## config.mk

```make
export PLATFORM = sky130hd
export DESIGN_NAME = requant_div
export DESIGN_NICKNAME = d
export VERILOG_FILES = /design/src/rtl/requant_div.sv
export SDC_FILE = /design/constraint.sdc
export NUM_CORES = 1
export LEC_CHECK = 0
export ABC_AREA = 1
export BUFFER_PORTS_ARGS = -buffer_cell sky130_fd_sc_hd__buf_2
export CAP_MARGIN = 20
export CELL_PAD_IN_SITES_DETAIL_PLACEMENT = 1
export CELL_PAD_IN_SITES_GLOBAL_PLACEMENT = 2
export CORE_AREA = 2 2 192 100
export DETAILED_ROUTE_END_ITERATION = 12
export DIE_AREA = 0 0 194 102
export PLACE_DENSITY = 0.92
export SETUP_SLACK_MARGIN = 0.15
export SLEW_MARGIN = 40
export SYNTH_ARGS = -nofsm -noshare
export SYNTH_HDL_FRONTEND = slang
export SYNTH_SLANG_ARGS = --single-unit
```

## constraint.sdc

```tcl
create_clock -name clk -period 2.4 [get_ports clk]
set_input_delay 0.12 -clock clk [delete_from_list [all_inputs] [get_ports clk]]
set_output_delay 0.12 -clock clk [all_outputs]
set_load 0.03 [all_outputs]
```

## src/rtl/requant_div.sv

```systemverilog
// Sequential signed-by-unsigned restoring divider that requantizes a DW-bit
// accumulator by a VW-bit scale into a saturated QW-bit signed operand.
//
// state | meaning
// IDLE  | waiting for an operand pair, in_ready=1
// CALC  | one restoring quotient bit per enabled edge
// FIX   | apply sign / saturation / divide-by-zero, register outputs
// DONE  | result held until out_ready handshake
module requant_div #(
    parameter int DW = 26,
    parameter int VW = 8,
    parameter int QW = 18
) (
    input  logic          clk,
    input  logic          reset_n,
    input  logic          ce,
    input  logic          in_valid,
    output logic          in_ready,
    input  logic [DW-1:0] dividend,
    input  logic [VW-1:0] divisor,
    output logic          out_valid,
    input  logic          out_ready,
    output logic [QW-1:0] quotient,
    output logic [VW-1:0] remainder,
    output logic          ovf,
    output logic          dbz
);

    localparam int CW = $clog2(DW);

    localparam logic [1:0] S_IDLE = 2'd0;
    localparam logic [1:0] S_CALC = 2'd1;
    localparam logic [1:0] S_FIX  = 2'd2;
    localparam logic [1:0] S_DONE = 2'd3;

    localparam logic [QW-1:0] Q_MAX = {1'b0, {(QW-1){1'b1}}};
    localparam logic [QW-1:0] Q_MIN = {1'b1, {(QW-1){1'b0}}};

    logic [1:0]    state;
    logic          sgn;
    logic [DW-1:0] mag;
    logic [DW-1:0] qreg;
    logic [VW-1:0] dvs;
    logic [VW-1:0] prem;
    logic [CW-1:0] cnt;

    logic [VW:0]   shifted;
    logic [VW-1:0] diff;
    logic          ge;
    logic          pos_ovf;
    logic          neg_ovf;
    logic [QW-1:0] q_lo;

    always_comb begin
        shifted = {prem, mag[DW-1]};
        ge      = shifted >= {1'b0, dvs};
        // partial remainder is always below the divisor, so VW bits suffice
        diff    = shifted[VW-1:0] - dvs;
        pos_ovf = |qreg[DW-1:QW-1];
        neg_ovf = (|qreg[DW-1:QW]) | (qreg[QW-1] & (|qreg[QW-2:0]));
        q_lo    = qreg[QW-1:0];
    end

    assign in_ready  = (state == S_IDLE);
    assign out_valid = (state == S_DONE);

    always_ff @(posedge clk or negedge reset_n) begin
        if (!reset_n) begin
            state     <= S_IDLE;
            sgn       <= 1'b0;
            mag       <= '0;
            qreg      <= '0;
            dvs       <= '0;
            prem      <= '0;
            cnt       <= '0;
            quotient  <= '0;
            remainder <= '0;
            ovf       <= 1'b0;
            dbz       <= 1'b0;
        end else if (ce) begin
            case (state)
                S_IDLE: begin
                    if (in_valid) begin
                        sgn   <= dividend[DW-1];
                        mag   <= dividend[DW-1] ? (~dividend + 1'b1) : dividend;
                        dvs   <= divisor;
                        prem  <= '0;
                        qreg  <= '0;
                        cnt   <= '0;
                        state <= S_CALC;
                    end
                end
                S_CALC: begin
                    // a zero divisor passes through CALC once without stepping
                    if (dvs == '0) begin
                        state <= S_FIX;
                    end else begin
                        mag  <= {mag[DW-2:0], 1'b0};
                        qreg <= {qreg[DW-2:0], ge};
                        prem <= ge ? diff : shifted[VW-1:0];
                        if (cnt == CW'(DW-1)) begin
                            state <= S_FIX;
                        end else begin
                            cnt <= cnt + 1'b1;
                        end
                    end
                end
                S_FIX: begin
                    if (dvs == '0) begin
                        quotient  <= sgn ? Q_MIN : Q_MAX;
                        remainder <= '0;
                        ovf       <= 1'b0;
                        dbz       <= 1'b1;
                    end else begin
                        remainder <= prem;
                        dbz       <= 1'b0;
                        if (!sgn && pos_ovf) begin
                            quotient <= Q_MAX;
                            ovf      <= 1'b1;
                        end else if (sgn && neg_ovf) begin
                            quotient <= Q_MIN;
                            ovf      <= 1'b1;
                        end else begin
                            quotient <= sgn ? (~q_lo + 1'b1) : q_lo;
                            ovf      <= 1'b0;
                        end
                    end
                    state <= S_DONE;
                end
                default: begin
                    if (out_ready) begin
                        state <= S_IDLE;
                    end
                end
            endcase
        end
    end

endmodule

```

Word level (Yosys, flattened, before mapping)
Cells that the tools add are included.
{ "classes": {"add_sub_neg": 4, "order_cmp": 1, "n_eq_ne": 8, "n_mux": 30, "bitwise": 4, "reduce_logical": 15} }
{ "ops": {"columns": ["operator", "n"], "rows": [
  ["2-to-1 mux 26 bit", 5],
  ["case mux 26 bit (2 select lines)", 2],
  ["2-to-1 mux 18 bit", 5],
  ["2-to-1 mux 8 bit", 4],
  ["adder 26 x 1 -> 26 bit, second input constant", 1],
  ["NOT 26 bit", 1],
  ["adder 18 x 1 -> 18 bit, second input constant", 1],
  ["NOT 18 bit", 1],
  ["OR reduction 17 bit", 1],
  ["case mux 8 bit (2 select lines)", 1],
  ["2-to-1 mux 5 bit", 3],
  ["case mux 5 bit (2 select lines)", 1],
  ["greater-or-equal comparator 9 x 8 -> 1 bit", 1],
  ["OR reduction 9 bit", 1],
  ["logical NOT 8 bit", 1],
  ["2-to-1 mux 2 bit", 4],
  ["AND reduction 4 bit", 2],
  ["OR reduction 8 bit", 1],
  ["subtractor 8 bit", 1],
  ["inequality test 2 bit, second input constant", 3],
  ["case mux 2 bit (3 select lines)", 1],
  ["adder 5 x 1 -> 5 bit, second input constant", 1],
  ["== test 5 bit, second input constant", 1],
  ["AND reduction 5 bit", 1],
  ["other kinds (13)", 18]
]} }
{ "word_totals": {"regBits": 104, "output_inout_bits": 30, "wordCells": 73} }

Logic depth before layout (Yosys ltp)
{ "depth": {"ltp_word": 7, "ltp_mapped": 15} }

Worst setup path after synthesis
No wires, ideal clock.
{ "synth_timing": {"path_kind": "reg2reg", "start": "register qreg[1]", "end": "register quotient[17]", "setup_ns": 0.123, "t_arrival_ns": 1.898, "slack_ns": 0.379, "stages_incl_launch_ff": 16, "path_buffers": 0, "synth_period_minus_slack_ns": 2.021, "cell_sequence": "dfrtp_1 > inv_1 > ha_1 > nand2_1 > nor2_1 > nand2_1 > nor3_1 > ha_1 > or2_2 > nand2_1 > nand2_1 > nand2_1 > inv_1 > nand2_1 > o21ai_0 > nand2_1"} }
{ "synth_between": {"elab_chain_cells": 7, "word_cells_on_any_way": 10} }
{ "synth_lines": {"columns": ["element", "line", "rtl"], "rows": [
  ["start, declared", "42", "logic [DW-1:0] qreg;"],
  ["start signal, assigned", "99", "qreg <= {qreg[DW-2:0], ge};"],
  ["parallel branches: the longest is 4 deep, another holds adder 18 x 1 -> 18 bit", null, null],
  ["2-to-1 mux 18 bit *", "120", "end else if (sgn && neg_ovf) begin"],
  ["2-to-1 mux 18 bit *", "117", "if (!sgn && pos_ovf) begin"],
  ["2-to-1 mux 18 bit *", "109", "if (dvs == '0) begin"],
  ["end signal, assigned", "110", "quotient <= sgn ? Q_MIN : Q_MAX;"],
  ["end signal, assigned", "124", "quotient <= sgn ? (~q_lo + 1'b1) : q_lo;"],
  ["end, declared", "23", "output logic [QW-1:0] quotient,"]
]} }
Mark *: on every way between the ends.
A chain may end at the register's enable or synchronous reset.

Worst setup path after layout
{ "layout_timing": {"start": "register qreg[4]", "end": "register quotient[13]"} }
Same word-level chain as after synthesis.

==> metrics.yaml <==
layout:
  final_cell_mix: "nand2_1, dfrtp_1, nor2_1"
  fin_area_mm2: 0.00729
  fin_cells: 1173
  diodes: 0
  final_common_cell: "nand2_1"
  fillCellCount: 2318
  drive_gt1_share_pct: 16.2
  area.sequential_mm2: 0.00260
  fin_nets: 985
  multi_input_area_mm2: 0.00310
  area_growth_pct: 20.5
clock_tree:
  cts_buffers: 9
  h-tree-depth: 3
  clkTransAtPathRegs_ps: 80
  tritoncts: "yes"
  cts_sinks: 104
  clock_path_buffers: 2
  clk_latency_ps: 360
  cts-root-buf: "clkbuf_16"
routing:
  drc: 0
  postRouteAntennaNets: 0
  vias_per_cell: 5.07
  dr.pass1.iters: 4
  routed_wl_mm: 19.3
  wl_per_cell_um: 16.4
  vias: 5947
  initialDrtViolationCount: 471
job:
  maxCapViolations: 0
sta:
  rsz0062_at_grt: "yes"
  finalHoldViolations: 0
  worst_pin_slew_ps: 705
  tns_ps: 0
  slew_viol_final: 0
  setup_viol: 0
  skew_ps: 8.83
  slew-limit-headroom_pct: 52.5
  max_freq_ghz: 0.474
  period_share_pct: 88.0
  fin_crit_ps: 2110
logic_synthesis:
  ys_warn_count: 0
  avgSynthCellArea_um2: 7.23
  syn-instance-count: 838
  ys_async_sr_fraction_pct: 100
  yosys.area_share.adder_pct: 3.84
  yosysSeqAreaShare_pct: 43.0
  synthFlopType: "dfrtp_1"
  syn_nets: 895
  synth_compound_area_share_pct: 11.9
  synth_top_family_by_area: "simple AND/OR/NAND/NOR gates"
  synth_cell_types: 38
  synth_xor_area_share_pct: 2.60
  synth.area.mux_share_pct: 0.351
  synth_edf_count: 0
  netlist_area_mm2: 0.00605
  ys_ff_latch: 104
  synth-simple-area-share_pct: 31.1
worst_setup_path:
  crit_buf_inv: 0
  crit_type: "flop to flop"
  crit_path_end_kind: "flop"
  cp-start-kind: "flop"
  crit_required_ps: 2690
  reg2reg_depth: 13
  cp_num_cells: 13
  crit_family: "simple AND/OR/NAND/NOR gates"
  cp.arrival_ps: 2410
  cp_slowest_cell: "dfrtp_1"
  cp_cell_sequence: "nor2_2, nand2_1, nor2_4, nand2_2, nor3_2, ha_2, or2_2, nand2_1, nand2_2, nand2_2, a21oi_4, o21ai_1, nand2_1"
  slowest_delay_ps: 420
  path_max_fanout: 8
min_path:
  holdPathStages: 3
  min_path_type: "input port to flop"
global_routing:
  gr-total-overflow: 0
  use_met1_pct: 31.9
  antenna_found_initial: 0
  grt_pass1_vias: 5913
  grt_max_degree: 46
  grt-busiest-layer: "met1"
  use_met2_pct: 27.8
  grt_pass1_wl_mm: 31.6
  met3_usage_pct: 4.79
  grtUsageTotal_pct: 20.2
die:
  fp.dieH_um: 102
  ios: 69
  fp.coreArea_mm2: 0.0180
  num_rows: 35
  floorplan.initialDensity_pct: 33.6
  chipWidth_um: 194
  die-area_mm2: 0.0198
power_and_ir_drop:
  power-per-cell-area_mw_per_mm2: 912
  p_leak_uw: 0.00389
  vdd_drop_max_v: 0.000496
outcome:
  outcome: "completed"
place:
  placed_area_mm2: 0.00681
  dp_hpwl_mm: 14.8
  gp_congestion: 0.907
  port_buffers: 68
  numPlacedInstances: 1146
report_power, final:
| part | internal [uW] | switching (uW) | leakage (uW) |
|---|---|---|---|
| Combinational | 873 | 1850 | 0.00237 |
| Clock | 822 | 731 | 0.000144 |
| Sequential | 2160 | 220 | 0.00137 |
| Total | 3850 | 2800 | 0.00389 |
cell usage after synthesis (7+ instances only):
| cell | count | area, um2 |
|---|---|---|
| nand4_1 | 15 | 93.8 |
| dfrtp_1 | 104 | 2600 |
| nor3_1 | 8 | 40.0 |
| xor2_1 | 17 | 149 |
| inv_1 | 81 | 304 |
| o21ai_1 | 7 | 35.0 |
| nand2_1 | 269 | 1010 |
| buf_2 | 8 | 40.0 |
| clkbuf_1 | 11 | 41.3 |
| a21oi_1 | 32 | 160 |
| ha_1 | 17 | 213 |
| nor2_1 | 92 | 345 |
| o22ai_1 | 26 | 163 |
| nand3_1 | 58 | 290 |
| o21ai_0 | 50 | 250 |
layout make-up:
cell class | count | share of cell area, %
tap | 240 | 4.12
sequential | 104 | 35.7
timing repair buffer | 102 | 9.01
multi-input combinational | 624 | 42.6
clock buffer | 9 | 3.09
clock inverter | 7 | 1.08
inverter | 87 | 4.48
registers in the layout, summed over array words and instances (netlist names):
register	cells
remainder	8
qreg	26
sgn	1
mag	26
dbz	1
ovf	1
dvs	8
cnt	5
quotient	18
prem	8
state	2
cell families (layout without fill, tap and decap cells):
| logic type | after synthesis | count (layout) |
|---|---|---|
| XOR/XNOR | 18 | 18 |
| flip-flops | 104 | 104 |
| buffers and inverters | 110 | 205 |
| AND/OR/NAND/NOR | 457 | 457 |
| AO/OA/AOI/OAI | 129 | 129 |
| multiplexers | 2 | 2 |
| adder cells (fa/ha/maj) | 18 | 18 |
layer usage:
metal,vias to the layer above,share of wire (%)
met5,-,0
met4,0,0.58
met3,10,5.1
met2,101,38
met1,2934,56
li1,2902,-
per-stage QoR:
stage	power, uW	setup WS, ps	hold slack (ps)	util (%)
floorplan	4170	379	-176	-
global placement	5030	175	101	37.8
detailed placement	5110	89.4	105	37.8
finish	6650	289	12.7	40.4
global route	7160	66.1	39.5	40.4
CTS	6680	174	10.8	39.6
timing repair:
action	in CTS	in global routing
hold endpoints to repair	32	0
pin swaps	0	6
setup endpoints to repair	10	44
setup buffers	0	9
hold buffers	2	0
resized for setup	3	28
path summary, 6_finish.rpt:
kind | from | end | slack [ps]
min in group asynchronous | reset_n | mag[9]$_DFFE_PN0P_ | 250
max in group asynchronous | reset_n | remainder[3]$_DFFE_PN0P_ | 1380
max | qreg[4]$_DFFE_PN0P_ | quotient[13]$_DFFE_PN0P_ | 290
max reg2reg | qreg[4]$_DFFE_PN0P_ | quotient[13]$_DFFE_PN0P_ | 290
min reg2reg | quotient[12]$_DFFE_PN0P_ | quotient[12]$_DFFE_PN0P_ | 480
min | divisor[4] | dvs[4]$_DFFE_PN0P_ | 10
worst reg2reg max path: cells and delay by family, from the launching register on:
kind | cells | cell delay (ps)
and+or+nand+nor | 10 | 1030
DFF | 1 | 420
adders and majority gates | 1 | 180
AOI/OAI and AO/OA | 2 | 420
(Power assumes the default switching activity.)
